==> src/rtl/imem_loader_if.sv <==
// Byte-stream and instruction-memory write bundle for imem_loader.
// master drives the stream and start; slave is the loader.
interface imem_loader_if;
  logic        start;
  logic [7:0]  byte_data;
  logic        byte_valid;
  logic        byte_ready;
  logic        mem_we;
  logic [31:0] mem_addr;
  logic [31:0] mem_data;
  logic        cpu_rst;
  logic        busy;
  logic        done;
  logic        err;
  logic [15:0] words;

  modport master (
    output start, byte_data, byte_valid,
    input  byte_ready, mem_we, mem_addr, mem_data,
    input  cpu_rst, busy, done, err, words
  );

  modport slave (
    input  start, byte_data, byte_valid,
    output byte_ready, mem_we, mem_addr, mem_data,
    output cpu_rst, busy, done, err, words
  );
endinterface

==> src/rtl/imem_loader.sv <==
// Loads big-endian words from a length-prefixed byte stream into imem.
// Define IMEM_LOADER_CHECKSUM_EN for a trailing XOR checksum byte.
module imem_loader #(
  parameter logic [31:0] BASE_ADDR = 32'h0000_0000,
  parameter int unsigned MAX_WORDS = 256
) (
  input logic          clk,
  input logic          rst_n,
  imem_loader_if.slave bus
);

  typedef enum logic [3:0] {
    IDLE, LEN_HI, LEN_LO, COLLECT, WRITE,
    CHK, FINISH, DONE, ERROR
  } state_t;

  state_t      state;
  logic [7:0]  len_hi;
  logic [15:0] n;
  logic [15:0] idx;
  logic [1:0]  cnt;
  logic [23:0] acc;
`ifdef IMEM_LOADER_CHECKSUM_EN
  logic [7:0]  csum;
`endif

  logic        xfer;
  logic        load_req;
  logic        last;
  logic [15:0] n_new;

  assign bus.byte_ready = (state == LEN_HI)  |
                          (state == LEN_LO)  |
                          (state == COLLECT) |
                          (state == CHK);

  assign xfer  = bus.byte_valid & bus.byte_ready;
  assign n_new = {len_hi, bus.byte_data};
  assign last  = (idx + 16'd1) >= n;

  // start only counts when no load is running
  assign load_req = bus.start &
                    ((state == IDLE) | (state == DONE) | (state == ERROR));

  always_ff @(posedge clk or negedge rst_n) begin
    if (!rst_n) begin
      state        <= IDLE;
      len_hi       <= '0;
      n            <= '0;
      idx          <= '0;
      cnt          <= '0;
      acc          <= '0;
`ifdef IMEM_LOADER_CHECKSUM_EN
      csum         <= '0;
`endif
      bus.mem_we   <= 1'b0;
      bus.mem_addr <= '0;
      bus.mem_data <= '0;
      bus.cpu_rst  <= 1'b0;
      bus.busy     <= 1'b0;
      bus.done     <= 1'b0;
      bus.err      <= 1'b0;
      bus.words    <= '0;
    end else if (load_req) begin
      state       <= LEN_HI;
      idx         <= '0;
      cnt         <= '0;
`ifdef IMEM_LOADER_CHECKSUM_EN
      csum        <= '0;
`endif
      bus.busy    <= 1'b1;
      bus.cpu_rst <= 1'b0;
      bus.done    <= 1'b0;
      bus.err     <= 1'b0;
      bus.words   <= '0;
    end else begin
      unique case (state)
        LEN_HI: begin
          if (xfer) begin
            len_hi <= bus.byte_data;
            state  <= LEN_LO;
          end
        end
        LEN_LO: begin
          if (xfer) begin
            n <= n_new;
            unique case (1'b1)
              (n_new == 16'd0): begin
`ifdef IMEM_LOADER_CHECKSUM_EN
                state <= CHK;
`else
                state <= FINISH;
`endif
              end
              (32'(n_new) > MAX_WORDS): begin
                state    <= ERROR;
                bus.busy <= 1'b0;
                bus.err  <= 1'b1;
              end
              default: state <= COLLECT;
            endcase
          end
        end
        COLLECT: begin
          if (xfer) begin
            acc <= {acc[15:0], bus.byte_data};
            cnt <= cnt + 2'd1;
`ifdef IMEM_LOADER_CHECKSUM_EN
            csum <= csum ^ bus.byte_data;
`endif
            if (cnt == 2'd3) begin
              state        <= WRITE;
              bus.mem_we   <= 1'b1;
              bus.mem_addr <= BASE_ADDR + {14'd0, idx, 2'b00};
              bus.mem_data <= {acc, bus.byte_data};
            end
          end
        end
        WRITE: begin
          bus.mem_we <= 1'b0;
          bus.words  <= bus.words + 16'd1;
          idx        <= idx + 16'd1;
          if (!last) begin
            state <= COLLECT;
          end else begin
`ifdef IMEM_LOADER_CHECKSUM_EN
            state <= CHK;
`else
            state <= FINISH;
`endif
          end
        end
`ifdef IMEM_LOADER_CHECKSUM_EN
        CHK: begin
          if (xfer) begin
            if (bus.byte_data == csum) begin
              state <= FINISH;
            end else begin
              state    <= ERROR;
              bus.busy <= 1'b0;
              bus.err  <= 1'b1;
            end
          end
        end
`endif
        FINISH: begin
          state       <= DONE;
          bus.busy    <= 1'b0;
          bus.done    <= 1'b1;
          bus.cpu_rst <= 1'b1;
        end
        default: ;
      endcase
    end
  end

endmodule
==> src/flat_wrapper.sv <==
// flat-port wrapper written by rule: the top's interface ports become plain ports
module imem_loader_flat 
#(
  parameter logic [31:0] BASE_ADDR = 32'h0000_0000,
  parameter int unsigned MAX_WORDS = 256
)
  (clk, rst_n, bus_start, bus_byte_data, bus_byte_valid, bus_byte_ready, bus_mem_we, bus_mem_addr, bus_mem_data, bus_cpu_rst, bus_busy, bus_done, bus_err, bus_words);
  imem_loader_if bus_i ();
  input logic clk;
  input logic rst_n;
  input wire logic [$bits(bus_i.start)-1:0] bus_start;
  input wire logic [$bits(bus_i.byte_data)-1:0] bus_byte_data;
  input wire logic [$bits(bus_i.byte_valid)-1:0] bus_byte_valid;
  output wire logic [$bits(bus_i.byte_ready)-1:0] bus_byte_ready;
  output wire logic [$bits(bus_i.mem_we)-1:0] bus_mem_we;
  output wire logic [$bits(bus_i.mem_addr)-1:0] bus_mem_addr;
  output wire logic [$bits(bus_i.mem_data)-1:0] bus_mem_data;
  output wire logic [$bits(bus_i.cpu_rst)-1:0] bus_cpu_rst;
  output wire logic [$bits(bus_i.busy)-1:0] bus_busy;
  output wire logic [$bits(bus_i.done)-1:0] bus_done;
  output wire logic [$bits(bus_i.err)-1:0] bus_err;
  output wire logic [$bits(bus_i.words)-1:0] bus_words;
  assign bus_i.start = bus_start;
  assign bus_i.byte_data = bus_byte_data;
  assign bus_i.byte_valid = bus_byte_valid;
  assign bus_byte_ready = bus_i.byte_ready;
  assign bus_mem_we = bus_i.mem_we;
  assign bus_mem_addr = bus_i.mem_addr;
  assign bus_mem_data = bus_i.mem_data;
  assign bus_cpu_rst = bus_i.cpu_rst;
  assign bus_busy = bus_i.busy;
  assign bus_done = bus_i.done;
  assign bus_err = bus_i.err;
  assign bus_words = bus_i.words;
  imem_loader #(.BASE_ADDR(BASE_ADDR), .MAX_WORDS(MAX_WORDS)) u_core (.clk(clk), .rst_n(rst_n), .bus(bus_i));
endmodule
==> config.mk <==
export PLATFORM = sky130hd
export DESIGN_NAME = imem_loader_flat
export DESIGN_NICKNAME = d
export VERILOG_FILES = /design/src/rtl/imem_loader_if.sv /design/src/rtl/imem_loader.sv /design/src/flat_wrapper.sv
export SDC_FILE = /design/constraint.sdc
export NUM_CORES = 1
export LEC_CHECK = 0
export ABC_AREA = 0
export ABC_CLOCK_PERIOD_IN_PS = 3100
export CAP_MARGIN = 5
export CORE_MARGIN = 4
export CORE_UTILIZATION = 54
export CTS_BUF_LIST = sky130_fd_sc_hd__clkbuf_16
export CTS_CLUSTER_SIZE = 14
export DETAILED_ROUTE_END_ITERATION = 10
export PLACE_DENSITY = 0.8
export REMOVE_ABC_BUFFERS = 1
export SYNTH_ARGS = -nofsm -noshare
export SYNTH_HDL_FRONTEND = slang
export SYNTH_SLANG_ARGS = --single-unit
==> constraint.sdc <==
create_clock -name clk -period 3.1 [get_ports clk]
set_input_delay 0.465 -clock clk [delete_from_list [all_inputs] [get_ports clk]]
set_output_delay 0.465 -clock clk [all_outputs]
set_load 0.02 [all_outputs]
Yosys cells after proc, flatten, opt, wreduce, memory -nomap -nowiden --
Index checks and enable logic that the tools add are counted.
Cells by class: add/subtract/negate cells 3, magnitude comparators 2, equality and inequality tests 16, muxes and demuxes 28, bitwise logic cells 8, reductions and logical operators 20
Operator list (count):
- 16-bit two-way mux | 4
- 16-bit by 1-bit adder with 16-bit output, second input constant | 2
- 4-bit two-way mux | 5
- 4-bit case mux with 5 select lines | 1
- 4-bit by 3-bit equality test with 1-bit output, second input constant | 4
- 16-bit greater-or-equal comparator | 1
- 16-bit by 9-bit greater-than comparator with 1-bit output, second input constant | 1
- 16-bit zero test | 1
- 3-bit AND reduction | 5
- 2-bit nonzero test | 7
- 1-bit two-way mux | 11
- 3-bit by 1-bit inequality test with 1-bit output, second input constant | 3
- 4-bit by 2-bit equality test with 1-bit output, second input constant | 2
- 4-bit case mux with 2 select lines | 1
- 4-bit AND reduction | 2
- 2-bit two-way mux | 3
- 3-bit by 2-bit inequality test with 1-bit output, second input constant | 2
- 6-bit nonzero test | 1
- 1-bit OR | 5
- 5-bit AND reduction | 1
- 4-bit by 1-bit equality test with 1-bit output, second input constant | 1
- 4-bit equality test, second input constant | 1
- 4-bit zero test | 1
- 1-bit case mux with 2 select lines | 2
- 9 further kinds | 10
Storage, ports and cells: register bits 138, word-level logic and storage cells 90

Logic depth before layout (Yosys ltp) --
word-level depth 8, mapped depth 11, depth with buffers taken out 11

Least setup slack after synthesis --
Ideal clock, no wire load.
path kind flip-flop to flip-flop, start point reg u_core.idx[6], end point reg u_core.state[0], arrival 2690 ps, data required time 2971 ps, path slack 281 ps, stages on the path, launching flop included 12, buffers on the path 1, period minus slack after synthesis 2819 ps, cell sequence dfrtp_1 clkbuf_1 nand3_1 nor4_4 nand3_1 xnor2_1 ha_1 nand4_1 or2_2 o32a_1 o21ai_0 o21ai_0
Between the ends: cells in the longest elaborated chain, start to end 5
RTL lines:
- start: declaration | RTL line imem_loader.sv:20 | logic [15:0] idx;
- start signal: assignment | RTL line imem_loader.sv:122 | idx <= idx + 16'd1;
- 16-bit by 1-bit adder with 16-bit output | RTL line imem_loader.sv:39 | assign last = (idx + 16'd1) >= n;
- 16-bit greater-or-equal comparator | RTL line imem_loader.sv:39
- 3-bit two-way mux | RTL line imem_loader.sv:123 | if (!last) begin
- 4-bit case mux with 5 select lines | RTL line imem_loader.sv:77 | unique case (state)
- 4-bit two-way mux | RTL line imem_loader.sv:64 | end else if (load_req) begin
- end signal: assignment | RTL line imem_loader.sv:65 | state <= LEN_HI;
- end signal: assignment | RTL line imem_loader.sv:81 | state <= LEN_LO;
- end signal: assignment | RTL line imem_loader.sv:124 | state <= COLLECT;
- end: declaration | RTL line imem_loader.sv:17 | state_t state;
No other way between the ends. A chain may end at the register's enable or synchronous reset.

Worst setup path after layout --
start point reg u_core.idx[0], end point reg u_core.state[0]
Same word-level chain as after synthesis.

==> run_summary.xml <==
<?xml version="1.0" encoding="UTF-8"?>
<metrics>
  <group name="status">
    <metric name="run_status" unit="">completed</metric>
  </group>
  <group name="detailed_routing">
    <metric name="routed_wl" unit="um">13200</metric>
    <metric name="avgRoutedWirePerCell" unit="um">16.7</metric>
    <metric name="initialDrtViolationCount" unit="">232</metric>
    <metric name="remaining_drc_errors" unit="">0</metric>
    <metric name="drtPass1Iterations" unit="">4</metric>
    <metric name="route.vias.total" unit="">4418</metric>
    <metric name="drtAntennaViolNets" unit="">0</metric>
    <metric name="routed_via_density" unit="">5.59</metric>
  </group>
  <group name="cells_and_area">
    <metric name="drive_gt1_frac" unit="">0.231</metric>
    <metric name="layout.nets" unit="">666</metric>
    <metric name="insertedDiodeCount" unit="">0</metric>
    <metric name="layout-area-overhead-vs-synth" unit="%">24.6</metric>
    <metric name="final_cells" unit="">791</metric>
    <metric name="postLayoutCellArea" unit="um2">8030</metric>
  </group>
  <group name="place">
    <metric name="io_buffer_count" unit="">81</metric>
    <metric name="finalWeightedCongestion" unit="">0.872</metric>
    <metric name="place.detailed.instances" unit="">759</metric>
    <metric name="post_place_instance_area" unit="um2">7380</metric>
    <metric name="post-dp-hpwl" unit="um">9180</metric>
  </group>
  <group name="yosys">
    <metric name="synth-edff-count" unit="">0</metric>
    <metric name="synth.yosys.seq_area_share" unit="">0.536</metric>
    <metric name="ys_top_cells_by_area" unit="">dfrtp_1 (54%), mux2_2 (17%), ha_1 (3.7%)</metric>
    <metric name="syn_area" unit="um2">6440</metric>
    <metric name="yosysTopAreaCellShare" unit="">0.536</metric>
    <metric name="ys_ff_latch" unit="">138</metric>
    <metric name="postSynthCellCount" unit="">547</metric>
    <metric name="synth_warnings" unit="">0</metric>
    <metric name="yosysTopAreaCell" unit="">dfrtp_1</metric>
    <metric name="postSynthAreaPerCell" unit="um2">11.8</metric>
    <metric name="synth.distinct_cells" unit="">46</metric>
    <metric name="ys_async_sr_fraction" unit="">1.00</metric>
    <metric name="synth_flop_cell" unit="">dfrtp_1</metric>
  </group>
  <group name="clock_network">
    <metric name="cts_tree" unit="">done</metric>
    <metric name="cts-htree-levels" unit="">4</metric>
    <metric name="cts_root_buffer_type" unit="">clkbuf_16</metric>
    <metric name="max-clock-path-buffers" unit="">2</metric>
    <metric name="cts_setup_buffers" unit="">0</metric>
    <metric name="path_clk_slew" unit="ns">0.06</metric>
    <metric name="numClockSinks" unit="">138</metric>
    <metric name="numCtsBuffers" unit="">17</metric>
    <metric name="clk_latency" unit="ns">0.42</metric>
  </group>
  <group name="pwr">
    <metric name="power_frac_clock" unit="">0.298</metric>
    <metric name="power.total" unit="mW">7.21</metric>
    <metric name="power.share.combinational" unit="">0.303</metric>
    <metric name="p_sw_frac" unit="">0.313</metric>
    <metric name="pwr-share-seq" unit="">0.399</metric>
    <metric name="power-per-cell-area" unit="nW/um2">899</metric>
    <metric name="power_report.internal_total" unit="mW">4.95</metric>
    <metric name="peakVddDrop" unit="mV">0.611</metric>
    <metric name="netsw" unit="mW">2.26</metric>
    <metric name="power.leakage" unit="nW">3.70</metric>
  </group>
  <group name="timing">
    <metric name="finalClockSkew" unit="ns">0.00540</metric>
    <metric name="setup_repair_after_global_routing_missed_its_margin" unit="">no</metric>
    <metric name="timing.setup.tns" unit="ns">0</metric>
    <metric name="setup-violations-final" unit="">0</metric>
    <metric name="final.min_clock_period" unit="ns">2.85</metric>
    <metric name="timing_hold_violations_final" unit="">0</metric>
    <metric name="maxSlewViolCount" unit="">0</metric>
    <metric name="holdWs" unit="ns">0.120</metric>
    <metric name="clock.fmax" unit="GHz">0.350</metric>
    <metric name="slew-limit-headroom" unit="">0.419</metric>
    <metric name="finalCritPeriodShare" unit="">0.921</metric>
    <metric name="tightestPinTransition" unit="ns">0.868</metric>
  </group>
  <group name="die">
    <metric name="rows" unit="">39</metric>
    <metric name="dieArea" unit="um2">13700</metric>
    <metric name="pin_count" unit="">98</metric>
    <metric name="die_w" unit="um">117</metric>
    <metric name="die_y" unit="um">117</metric>
    <metric name="core_region_area" unit="um2">11600</metric>
    <metric name="initial_core_util" unit="">0.557</metric>
  </group>
  <group name="worst_setup_path">
    <metric name="setup.worst_path.end_class" unit="">register</metric>
    <metric name="timing.critical_path.required" unit="ns">3.39</metric>
    <metric name="critPathMaxFanout" unit="">7</metric>
    <metric name="cp-start-kind" unit="">register</metric>
    <metric name="critPathArrivalTime" unit="ns">3.15</metric>
    <metric name="timing_worst_setup_path_type" unit="">register to register</metric>
  </group>
  <group name="global_routing">
    <metric name="gr_usage_total" unit="">0.209</metric>
    <metric name="grt_overflow" unit="">0</metric>
    <metric name="initial_antenna_violation_count" unit="">0</metric>
    <metric name="grt_pass1_wl" unit="um">22000</metric>
    <metric name="number_of_global_route_vias_before_repair" unit="">4490</metric>
    <metric name="largest_net_degree_at_the_start_of_global_routing" unit="">63</metric>
  </group>
  <group name="min_path">
    <metric name="worst_hold_path_type" unit="">primary input to async pin</metric>
  </group>
  <group name="flow_run">
    <metric name="maxCapViolCount" unit="">0</metric>
  </group>
</metrics>
[metal layers]
layer	track usage	part of all wire	vias to the layer above
li1	-	-	2089
met1	0.271	0.44	2198
met2	0.331	0.49	122
met3	0.0704	0.058	9
met4	0.0703	0.0080	0
met5	0	0	-
[area by class of cell]
cell class              count  area [um2]
inverters                  21        78.8
well taps                 143         179
clock buffers              17         425
flip-flops and latches    138        3450
repair buffers             93         923
fillers                   822        3540
clock inverters            15         206
multi-input cells         364        2760
[synth_stat cells, drive strengths merged, types with 2 or more instances]
master	instances
a2111oi	3
a211oi	2
a21o	3
a21oi	21
a31oi	4
and3	2
buf	30
clkbuf	9
dfrtp	138
ha	19
inv	21
mux2	97
nand2	40
nand3	16
nand4	7
nor2	27
nor2b	3
nor3	9
nor4	6
o21a	3
o21ai	35
o31ai	7
or2	2
or3	6
xnor2	17
xor2	6
[state kept, by name, indices dropped and copies added (netlist names)]
name and cells:
u_core.bus.mem_data 32, u_core.acc 24, u_core.bus.mem_addr 16, u_core.bus.words 16, u_core.idx 16, u_core.n 16, u_core.len_hi 8, u_core.state 4
u_core.cnt 2, u_core.bus.busy 1, u_core.bus.cpu_rst 1, u_core.bus.err 1, u_core.bus.mem_we 1
[power groups by stage]
stage | Clock (mW) | Combinational [mW] | Sequential [mW]
detailed placement | 0 | 2.19 | 2.90
floorplan | 0 | 1.09 | 3.06
finish | 2.15 | 2.18 | 2.88
global route | 2.28 | 2.40 | 2.97
CTS | 2.19 | 2.21 | 2.88
global placement | 0 | 2.11 | 2.85
[worst max-delay path, stage by stage (launching register included)]
cell	delay, ns
dfrtp_1	0.46
ha_2	0.27
nand2_1	0.12
nor3_4	0.28
nand2_1	0.13
xnor2_1	0.16
ha_1	0.29
nand4_1	0.10
or2_2	0.31
o32a_1	0.35
o21ai_0	0.14
o21ai_0	0.11
[layout by cell type, fill, tap and decap left out, types with 17 or more instances in the layout]
cell	n
inv_1	24
nor2_1	26
clkbuf_16	17
nand2_1	39
xnor2_1	17
a21oi_1	21
dfrtp_1	138
mux2_2	97
o21ai_0	33
clkdlybuf4s50_1	80
ha_1	18
[what timing repair did]
| action | CTS | global route |
|---|---|---|
| gates resized for setup | 0 | 3 |
| setup endpoints to repair | 0 | 2 |
| hold buffers | 0 | 0 |
| hold endpoints to repair | 0 | 0 |
[path summary, 6_finish.rpt]
kind                                   end  slack (ns)  cells after the start      startpoint
setup / recovery           u_core.state[0]        0.25                     11   u_core.idx[0]
hold / removal               u_core.acc[2]        0.12                      1           rst_n
setup reg to reg           u_core.state[0]        0.25                     11   u_core.idx[0]
hold reg to reg             u_core.bus.err        0.49                      1  u_core.bus.err
max in group asynchronous      u_core.n[6]        2.13                      2           rst_n
min in group clk            u_core.bus.err        0.49                      1  u_core.bus.err
[metrics by stage]
step / util / setup slack (ns)
2_1_floorplan: - / -0.824
3_3_place_gp: 0.638 / 0.312
3_5_place_dp: 0.638 / 0.217
4_1_cts: 0.693 / 0.205
5_1_grt: 0.694 / 0.000736
6_report: 0.694 / 0.245
[logic make-up after synthesis]
kind of cell	Yosys count	synth area share
xor+xnor	23	0.0313
other cells	1	0.000582
mux	97	0.170
buf+inv	60	0.0474
compound gates	84	0.0767
flops	138	0.536
simple gates	125	0.102
fa+ha+maj	19	0.0369
Note: power is estimated with default switching activity, not from simulation.
